`config.mk`:
```
export PLATFORM = sky130hd
export DESIGN_NAME = kbd_buffer
export DESIGN_NICKNAME = d
export VERILOG_FILES = /design/src/rtl/kbd_pkg.sv /design/src/rtl/kbd_buffer_sync_edge.sv /design/src/rtl/kbd_buffer.sv
export SDC_FILE = /design/constraint.sdc
export NUM_CORES = 1
export LEC_CHECK = 0
export CAP_MARGIN = 5
export CORE_ASPECT_RATIO = 2
export CORE_UTILIZATION = 50
export CTS_CLUSTER_SIZE = 20
export DETAILED_ROUTE_END_ITERATION = 10
export PLACE_DENSITY = 0.67
export SLEW_MARGIN = 20
export SYNTH_ARGS = -nofsm -noshare
export SYNTH_HDL_FRONTEND = slang
export SYNTH_HIERARCHICAL = 1
export SYNTH_SLANG_ARGS = --single-unit
```
`constraint.sdc`:
```
create_clock -name clock -period 3.05 [get_ports clock]
set_clock_uncertainty 0.2 [all_clocks]
set_input_delay 0.305 -clock clock [delete_from_list [all_inputs] [get_ports clock]]
set_output_delay 0.305 -clock clock [all_outputs]
set_load 0.02 [all_outputs]
```
`src/rtl/kbd_pkg.sv`:
```
// Shared constants and types for the keyboard scancode buffer.
package kbd_pkg;

  // Scancode prefix bytes
  localparam logic [7:0] PFX_EXT = 8'hE0;
  localparam logic [7:0] PFX_BRK = 8'hF0;

  // Prefix decoder states
  typedef enum logic [1:0] {
    ST_IDLE   = 2'd0,
    ST_EXT    = 2'd1,
    ST_BRK    = 2'd2,
    ST_EXTBRK = 2'd3
  } pfx_state_e;

  // One stored FIFO entry: 10 bits
  typedef struct packed {
    logic       ext;
    logic       brk;
    logic [7:0] code;
  } kbd_entry_t;

  // True when the byte is a prefix rather than a code byte
  function automatic logic is_prefix(input logic [7:0] b);
    return (b == PFX_EXT) || (b == PFX_BRK);
  endfunction

endpackage

```
`src/rtl/kbd_buffer_sync_edge.sv`:
```
// Two-flop synchronizer followed by a rising-edge detector for an
// asynchronous strobe. Produces a one-cycle pulse per rising edge.
module sync_edge (
  input  logic clock,
  input  logic reset,
  input  logic async_i,
  output logic rise_o
);

  logic sync1_q;
  logic sync2_q;
  logic prev_q;

  // Synchronize the strobe and remember the previous synchronized value
  always_ff @(posedge clock or posedge reset) begin
    if (reset) begin
      sync1_q <= 1'b0;
      sync2_q <= 1'b0;
      prev_q  <= 1'b0;
    end else begin
      // NOTE: non-blocking assignments so each flop samples the value of
      // its predecessor from before this edge, giving a true shift chain.
      sync1_q <= async_i;
      sync2_q <= sync1_q;
      prev_q  <= sync2_q;
    end
  end

  assign rise_o = sync2_q & ~prev_q;

endmodule

```
`src/rtl/kbd_buffer.sv`:
```
// Keyboard scancode buffer: decodes E0/F0 prefixes from the byte stream
// and queues code bytes with their prefix flags in a show-ahead FIFO.
module kbd_buffer
  import kbd_pkg::*;
#(
  parameter int DEPTH = 16,
  parameter int AW    = 4
) (
  input  logic          clock,
  input  logic          reset,
  input  logic [7:0]    ps2_data,
  input  logic          ps2_hit,
  input  logic          rd,
  input  logic          clr,
  output logic [7:0]    q,
  output logic          q_ext,
  output logic          q_brk,
  output logic          empty,
  output logic [AW:0]   count,
  output logic          overflow
);

  localparam logic [AW:0]   FULL_CNT = (AW + 1)'(DEPTH);
  localparam logic [AW:0]   CNT_ONE  = {{AW{1'b0}}, 1'b1};
  localparam logic [AW-1:0] PTR_ONE  = {{(AW-1){1'b0}}, 1'b1};

  // ---------------------------------------------------------------
  // Byte event detection
  // ---------------------------------------------------------------
  logic byte_evt;

  sync_edge u_sync_edge (
    .clock   (clock),
    .reset   (reset),
    .async_i (ps2_hit),
    .rise_o  (byte_evt)
  );

  // ---------------------------------------------------------------
  // Prefix decoder
  // ---------------------------------------------------------------
  pfx_state_e state_q, state_d;
  logic       push_req;
  kbd_entry_t new_entry;

  // Prefix state register
  always_ff @(posedge clock or posedge reset) begin
    if (reset) state_q <= ST_IDLE;
    else        state_q <= state_d;
  end

  // Next prefix state and push request for code bytes
  always_comb begin
    // NOTE: every output gets a default first so no path leaves a
    // variable unassigned, which would otherwise infer a latch.
    state_d        = state_q;
    push_req       = 1'b0;
    new_entry.ext  = (state_q == ST_EXT) || (state_q == ST_EXTBRK);
    new_entry.brk  = (state_q == ST_BRK) || (state_q == ST_EXTBRK);
    new_entry.code = ps2_data;

    if (clr) begin
      state_d = ST_IDLE;
    end else if (byte_evt) begin
      if (ps2_data == PFX_EXT) begin
        state_d = ST_EXT;
      end else if (ps2_data == PFX_BRK) begin
        unique case (state_q)
          ST_IDLE: state_d = ST_BRK;
          ST_EXT:  state_d = ST_EXTBRK;
          default: state_d = state_q;
        endcase
      end else begin
        // Code byte: queue it and return to IDLE even if it gets dropped
        push_req = !is_prefix(ps2_data);
        state_d  = ST_IDLE;
      end
    end
  end

  // ---------------------------------------------------------------
  // FIFO control
  // ---------------------------------------------------------------
  logic [AW-1:0] wr_ptr_q, wr_ptr_d;
  logic [AW-1:0] rd_ptr_q, rd_ptr_d;
  logic [AW:0]   count_q,  count_d;
  logic          ovf_q,    ovf_d;
  logic          full;
  logic          is_empty;
  logic          do_pop;
  logic          do_push;

  assign full     = (count_q == FULL_CNT);
  assign is_empty = (count_q == '0);
  assign do_pop   = rd & ~is_empty & ~clr;
  // A full FIFO still accepts a push when a pop frees a slot in the same cycle
  assign do_push  = push_req & (~full | do_pop);

  // Next pointers, occupancy and overflow flag
  always_comb begin
    wr_ptr_d = wr_ptr_q;
    rd_ptr_d = rd_ptr_q;
    count_d  = count_q;
    ovf_d    = ovf_q;

    if (clr) begin
      wr_ptr_d = '0;
      rd_ptr_d = '0;
      count_d  = '0;
      ovf_d    = 1'b0;
    end else begin
      if (do_push) wr_ptr_d = wr_ptr_q + PTR_ONE;
      if (do_pop)  rd_ptr_d = rd_ptr_q + PTR_ONE;
      unique case ({do_push, do_pop})
        2'b10:   count_d = count_q + CNT_ONE;
        2'b01:   count_d = count_q - CNT_ONE;
        default: count_d = count_q;
      endcase
      if (push_req && full && !do_pop) ovf_d = 1'b1;
    end
  end

  // FIFO control registers
  always_ff @(posedge clock or posedge reset) begin
    if (reset) begin
      wr_ptr_q <= '0;
      rd_ptr_q <= '0;
      count_q  <= '0;
      ovf_q    <= 1'b0;
    end else begin
      wr_ptr_q <= wr_ptr_d;
      rd_ptr_q <= rd_ptr_d;
      count_q  <= count_d;
      ovf_q    <= ovf_d;
    end
  end

  // ---------------------------------------------------------------
  // Storage array
  // ---------------------------------------------------------------
  kbd_entry_t mem_q [DEPTH];

  // Write the incoming entry at the tail
  always_ff @(posedge clock) begin
    // NOTE: the array has no reset; stale entries are never visible because
    // the head output is masked while empty and pointers are reset.
    if (do_push) mem_q[wr_ptr_q] <= new_entry;
  end

  // ---------------------------------------------------------------
  // Outputs
  // ---------------------------------------------------------------
  kbd_entry_t head;
  assign head = mem_q[rd_ptr_q];

  assign q        = is_empty ? 8'h00 : head.code;
  assign q_ext    = is_empty ? 1'b0  : head.ext;
  assign q_brk    = is_empty ? 1'b0  : head.brk;
  assign empty    = is_empty;
  assign count    = count_q;
  assign overflow = ovf_q;

endmodule

```
==> results of run 1 <==
metrics by stage:
stage / total power (uW) / cell area (um^2) / hold slack [ns] / setup WS, ns / instances
final: 6743 / 9115 / 0.1149 / 0.1340 / 676
after global routing: 7010 / 9115 / 0.09132 / 0.006404 / 676
after CTS: 6816 / 9112 / 0.09832 / 0.03083 / 676
after detailed placement: 4553 / 8457 / 0.1355 / -0.4285 / 642
after global placement: 4547 / 8457 / 0.1363 / -0.3694 / 642
after floorplan: 3915 / 7407 / -0.1414 / 0.04117 / 392
cells in the mapped netlist, types with 3 or more instances:
cell	instances
buf_4	3
clkbuf_1	12
and4_1	4
edfxtp_1	160
a21oi_1	10
buf_1	3
buf_2	7
o211ai_1	3
mux4_2	40
and3_1	3
o22ai_1	10
ha_1	8
nand2b_1	3
mux2_2	4
nand2_1	3
nor2b_1	4
inv_1	7
and2_1	13
dfrtp_1	19
nor2_1	11
nor4_1	6
mux2i_1	22
nand3_1	9
logic make-up after synthesis:
kind of cell             Yosys count  share of synthesized area (%)
AND/OR/NAND/NOR                   66                          5.289
buffers and inverters             32                          1.892
XOR/XNOR                           4                         0.4732
multiplexers                      68                          16.36
adder cells (fa/ha/maj)            9                          1.622
AO/OA/AOI/OAI                     34                          3.059
flip-flops                       179                          71.31
worst reg2reg max path: stages (launching register included):
cell and delay, ns:
dfrtp_1 0.38, or4_1 0.56, nor2_2 0.20, nor4_1 0.08, buf_4 0.14, buf_4 0.13
fa_1 0.39, nand3_1 0.15, a21oi_1 0.08, a311oi_1 0.26, o2111ai_1 0.15
metal layers:
layer / GRT usage (%) / vias to the layer above / wire (um)
met4: 9.946 / 0 / 329
met3: 4.938 / 22 / 564
li1: - / 1752 / -
met5: 0 / - / 0
met2: 40.76 / 100 / 9210
met1: 25.87 / 2015 / 5729
registers in the layout (all words and copies together), names as in the netlist:
register,flops
mem_q,160
u_sync_edge/sync1_q,1
count,5
u_sync_edge/sync2_q,1
overflow,1
u_sync_edge/prev_q,1
rd_ptr_q,4
wr_ptr_q,4
state_q,2
worst paths after layout:
kind | from | cells after the start | slack [ns] | to
worst max-delay path | count[0] | 6 | 0.13 | q[4]
worst min-delay path | ps2_data[7] | 1 | 0.11 | mem_q[7][7]
worst max register to register | count[0] | 10 | 0.19 | count[4]
min in group asynchronous | reset | 3 | 0.43 | u_sync_edge/prev_q
worst min register to register | u_sync_edge/sync1_q | 0 | 0.15 | u_sync_edge/sync2_q
max in group asynchronous | reset | 3 | 1.51 | rd_ptr_q[2]
where the power goes:
group | total, uW | internal (uW) | switching, uW | leakage (uW)
logic | 1730 | 843 | 888 | 0.00109
registers | 2750 | 2710 | 34.7 | 0.00170
clock network | 2270 | 1310 | 952 | 0.000301
total | 6740 | 4870 | 1870 | 0.00309
cell type report:
class,instances,area (um^2)
Fill cell,1049,5314
Sequential cell,179,5283
Clock inverter,15,193.9
Inverter,7,26.28
Clock buffer,17,425.4
Multi-Input combinational cell,181,1989
Timing Repair Buffer,85,957.2
Tap cell,192,240.2
timing repair:
action | CTS | global route
setup endpoints to repair | 10 | 2
hold endpoints to repair | 3 | 0
setup buffers | 0 | 0
hold buffers | 1 | 0
gates cloned | 1 | 0
resized for setup | 12 | 1
==> impl_metrics.json, run 1 <==
{
  "status": "complete, no violations",
  "cp_common_cell": "buf_4",
  "initial_utilization_pct": 51.32,
  "synth.avg_cell_area_um2": 18.89,
  "antenna_found_initial": 0,
  "grt_max_degree": 43,
  "grt_pass1_vias": 4235,
  "cts_root_buf": "clkbuf_16",
  "fin_tns_setup_ns": 0,
  "drive_gt1_share_pct": 28.72,
  "cp_top_family": "buffers and inverters",
  "gr-total-overflow": 0,
  "power.leakage_uw": 0.003091,
  "path_buf_inv": 3,
  "post_drt_via_cell_ratio": 5.753,
  "report.final.slew_viol_count": 0,
  "slowest_delay_ns": 0.56,
  "relSlewSlack_pct": 54.62,
  "syn_to_final_growth_pct": 23.10,
  "ys_types": 45,
  "synth_flop_cell": "edfxtp_1",
  "die_width_um": 88.05,
  "dieArea_mm2": 0.01533,
  "setup-violations-final": 0,
  "final_common_cell": "edfxtp_1",
  "cts_buffers": 17,
  "ir_drop_mv": 0.6830,
  "ys_warn_count": 6,
  "clkTransAtPathRegs_ns": 0.07,
  "tightestPinTransition_ns": 0.6745,
  "async_reset_ff_share_pct": 10.61,
  "hold_viol_final": 0,
  "startpoint_type": "flip-flop",
  "routedWlPerCell_um": 23.42,
  "clock.fmax_ghz": 0.3429,
  "slowest_stage": "or4_1",
  "path_max_fanout": 10,
  "grt_pass1_wl_um": 24300,
  "clk_latency_ns": 0.43,
  "ant_nets": 0,
  "synth_edf_count": 160,
  "final_util_pct": 63.17,
  "antennaDiodeCount": 0,
  "ios": 30,
  "drc": 0,
  "drt_iter0_markers": 238,
  "io_buffers": 29,
  "netlist_area_mm2": 0.007405,
  "rsz0062_at_grt": "no",
  "cts.sinks": 179,
  "worst_ep_arrival_time_ns": 2.41,
  "cts_tree": "yes",
  "dr.pass1.iters": 4,
  "endpoint_kind": "output pin",
  "path_class": "flip-flop to output pin",
  "ys_ff_latch": 179,
  "routed_wl_um": 15830,
  "yosysSeqAreaShare_pct": 71.31,
  "h-tree-depth": 4,
  "synth_largest_area_cell": "edfxtp_1",
  "fin_crit_sh_pct": 95.61,
  "hp-class": "primary input to flip-flop",
  "placementRows": 62,
  "layout_common_cells": "edfxtp_1 (160), mux4_2 (40), buf_4 (35)",
  "num_vias": 3889,
  "maxCapViolCount": 0,
  "syn_nets": 414,
  "fp.dieH_um": 174.1,
  "synthCells": 392,
  "crit_required_ns": 2.54,
  "cts_buffer_depth": 2,
  "gr-usage-all-layers_pct": 22.94,
  "synth_top_area_share_pct": 64.89,
  "place_hpwl_um": 10600,
  "gp_congestion": 0.7923,
  "coreArea_mm2": 0.01443,
  "power.density_mw_per_mm2": 739.8,
  "path_cells": "or4_1 > buf_4 > o21ai_1 > buf_4 > o22ai_1 > dlygate4sd2_1",
  "fin_crit_ns": 2.916,
  "synth_top_cells_by_area": "edfxtp_1 (65%), mux4_2 (12%), dfrtp_1 (6.4%), mux2i_1 (3.0%), ha_1 (1.4%)",
  "nets": 493
}
(Power assumes the default switching activity.)
==> inputs of run 2 (changes only) <==
TNS_END_PERCENT = 1   (was not set)
==> impl_metrics.json, run 2 (synthesis results as in run 1) <==
{
  "multiInputGateArea_mm2": 0.001989,
  "final_common_cell": "edfxtp_1",
  "min_path_cells": 1,
  "post-cts-setup-buffers": 0,
  "hp-class": "primary input to flip-flop",
  "num_vias": 3905,
  "reg2regPathDepth": 10,
  "initial_utilization_pct": 51.32,
  "grt_max_degree": 43,
  "worst_ep_arrival_time_ns": 2.41,
  "dr.pass1.iters": 4,
  "r2r_setup_slack_ns": 0.20,
  "cts_buffers": 17,
  "holdCritStartpoint": "ps2_data[7]",
  "gr-usage-all-layers_pct": 22.73,
  "antenna_found_initial": 0,
  "gp_congestion": 0.7923,
  "routedWlPerCell_um": 23.24,
  "status": "complete, no violations",
  "holdWs_ns": 0.1177,
  "clkTransAtPathRegs_ns": 0.07,
  "ios": 30,
  "antennaDiodeCount": 0,
  "regMostFlops": "mem_q",
  "die_width_um": 88.05,
  "drc": 0,
  "hold_viol_final": 0,
  "placementRows": 62,
  "grt_pass1_wl_um": 24140,
  "nFillCells": 1054,
  "wl_met2_um": 9105,
  "io_buffers": 29,
  "seq_area_mm2": 0.005283,
  "path_class": "flip-flop to output pin",
  "wl_met1_um": 5734,
  "gr-total-overflow": 0,
  "nets": 492,
  "startpoint_type": "flip-flop",
  "r2r_start": "count[0]",
  "cts_tree": "yes",
  "ir_drop_mv": 0.6743,
  "grt_pass1_vias": 4215,
  "path_max_fanout": 10,
  "pre_cts_slack_ns": -0.4285,
  "finalPower_uw": 6687,
  "drive_gt1_share_pct": 28.57,
  "fin_crit_sh_pct": 95.47,
  "rsz0062_at_grt": "no",
  "routed.top_layer": "met4",
  "report.final.slew_viol_count": 0,
  "drt_iter0_markers": 199,
  "dr_wl_met3_um": 515,
  "placed_cells": 642,
  "setup-violations-final": 0,
  "ant_nets": 0,
  "instances_no_fill": 675,
  "clk_latency_ns": 0.42,
  "layout_common_cells": "edfxtp_1 (160), mux4_2 (40), buf_4 (35)",
  "power.density_mw_per_mm2": 736.3,
  "tightestPinTransition_ns": 0.6691,
  "routed_wl_um": 15690,
  "rr_endpoint": "count[4]",
  "relSlewSlack_pct": 54.98,
  "endpoint_kind": "output pin",
  "fp.dieH_um": 174.1,
  "coreArea_mm2": 0.01443,
  "fin_crit_ns": 2.912,
  "final_util_pct": 62.95,
  "dieArea_mm2": 0.01533,
  "largest_reg_flops": 160,
  "clock.fmax_ghz": 0.3434,
  "place_hpwl_um": 10600,
  "post_drt_via_cell_ratio": 5.785,
  "maxCapViolCount": 0,
  "cts_root_buf": "clkbuf_16",
  "h-tree-depth": 4,
  "fin_ws_ns": 0.1381,
  "cts_buffer_depth": 2,
  "power.leakage_uw": 0.003075,
  "crit_required_ns": 2.54,
  "cts.sinks": 179,
  "min_to": "mem_q[7][7]",
  "syn_to_final_growth_pct": 22.66
}
==> run 2: through the flow <==
step / TNS, ns / cell area (um^2)
floorplan: 0 / 7407
global placement: -0.8979 / 8457
detailed placement: -1.114 / 8457
CTS: 0 / 9080
global route: 0 / 9082
finish: 0 / 9082
==> run 2: critical path, stage by stage, from the launching register on <==
cell	delay (ns)
dfrtp_1	0.38
or4_1	0.56
buf_4	0.19
o21ai_1	0.16
buf_4	0.22
o22ai_1	0.10
dlygate4sd2_1	0.36
==> run 2: report_power, final <==
part           leakage [uW]  internal (uW)  switching, uW
sequential          0.00170           2710           31.7
clock              0.000301           1310            947
combinational       0.00107            800            884
==> run 2: layout make-up <==
class / instances / area share (%)
timing repair buffer: 84 / 10.18
sequential: 179 / 58.16
multi-input combinational: 181 / 21.90
inverter: 7 / 0.2893
clock inverter: 15 / 2.135
clock buffer: 17 / 4.684
tap: 192 / 2.645
==> run 2: timing repair <==
item	4_1_cts	5_1_grt
setup endpoints to repair	10	2
hold buffers	1	0
endpoints found under the hold margin	3	0
cloned	0	0
gates resized for setup	12	1
==> run 2: routing by layer <==
metal  up-vias  global-route usage (%)
met5         -                       0
met4         0                   9.476
met3        24                   4.938
met2       105                   40.47
met1      2027                   25.70
li1       1749                       -
==> run 2: worst max-delay path by stage <==
stage,startpoint,cells after the start,endpoint
6_report,count[0],6,q[4]
5_1_grt,ps2_data[1],10,count[4]
4_1_cts,ps2_data[7],10,count[4]
3_5_place_dp,ps2_data[7],10,count[4]
3_3_place_gp,ps2_data[7],10,count[4]
2_1_floorplan,ps2_data[1],9,count[4]
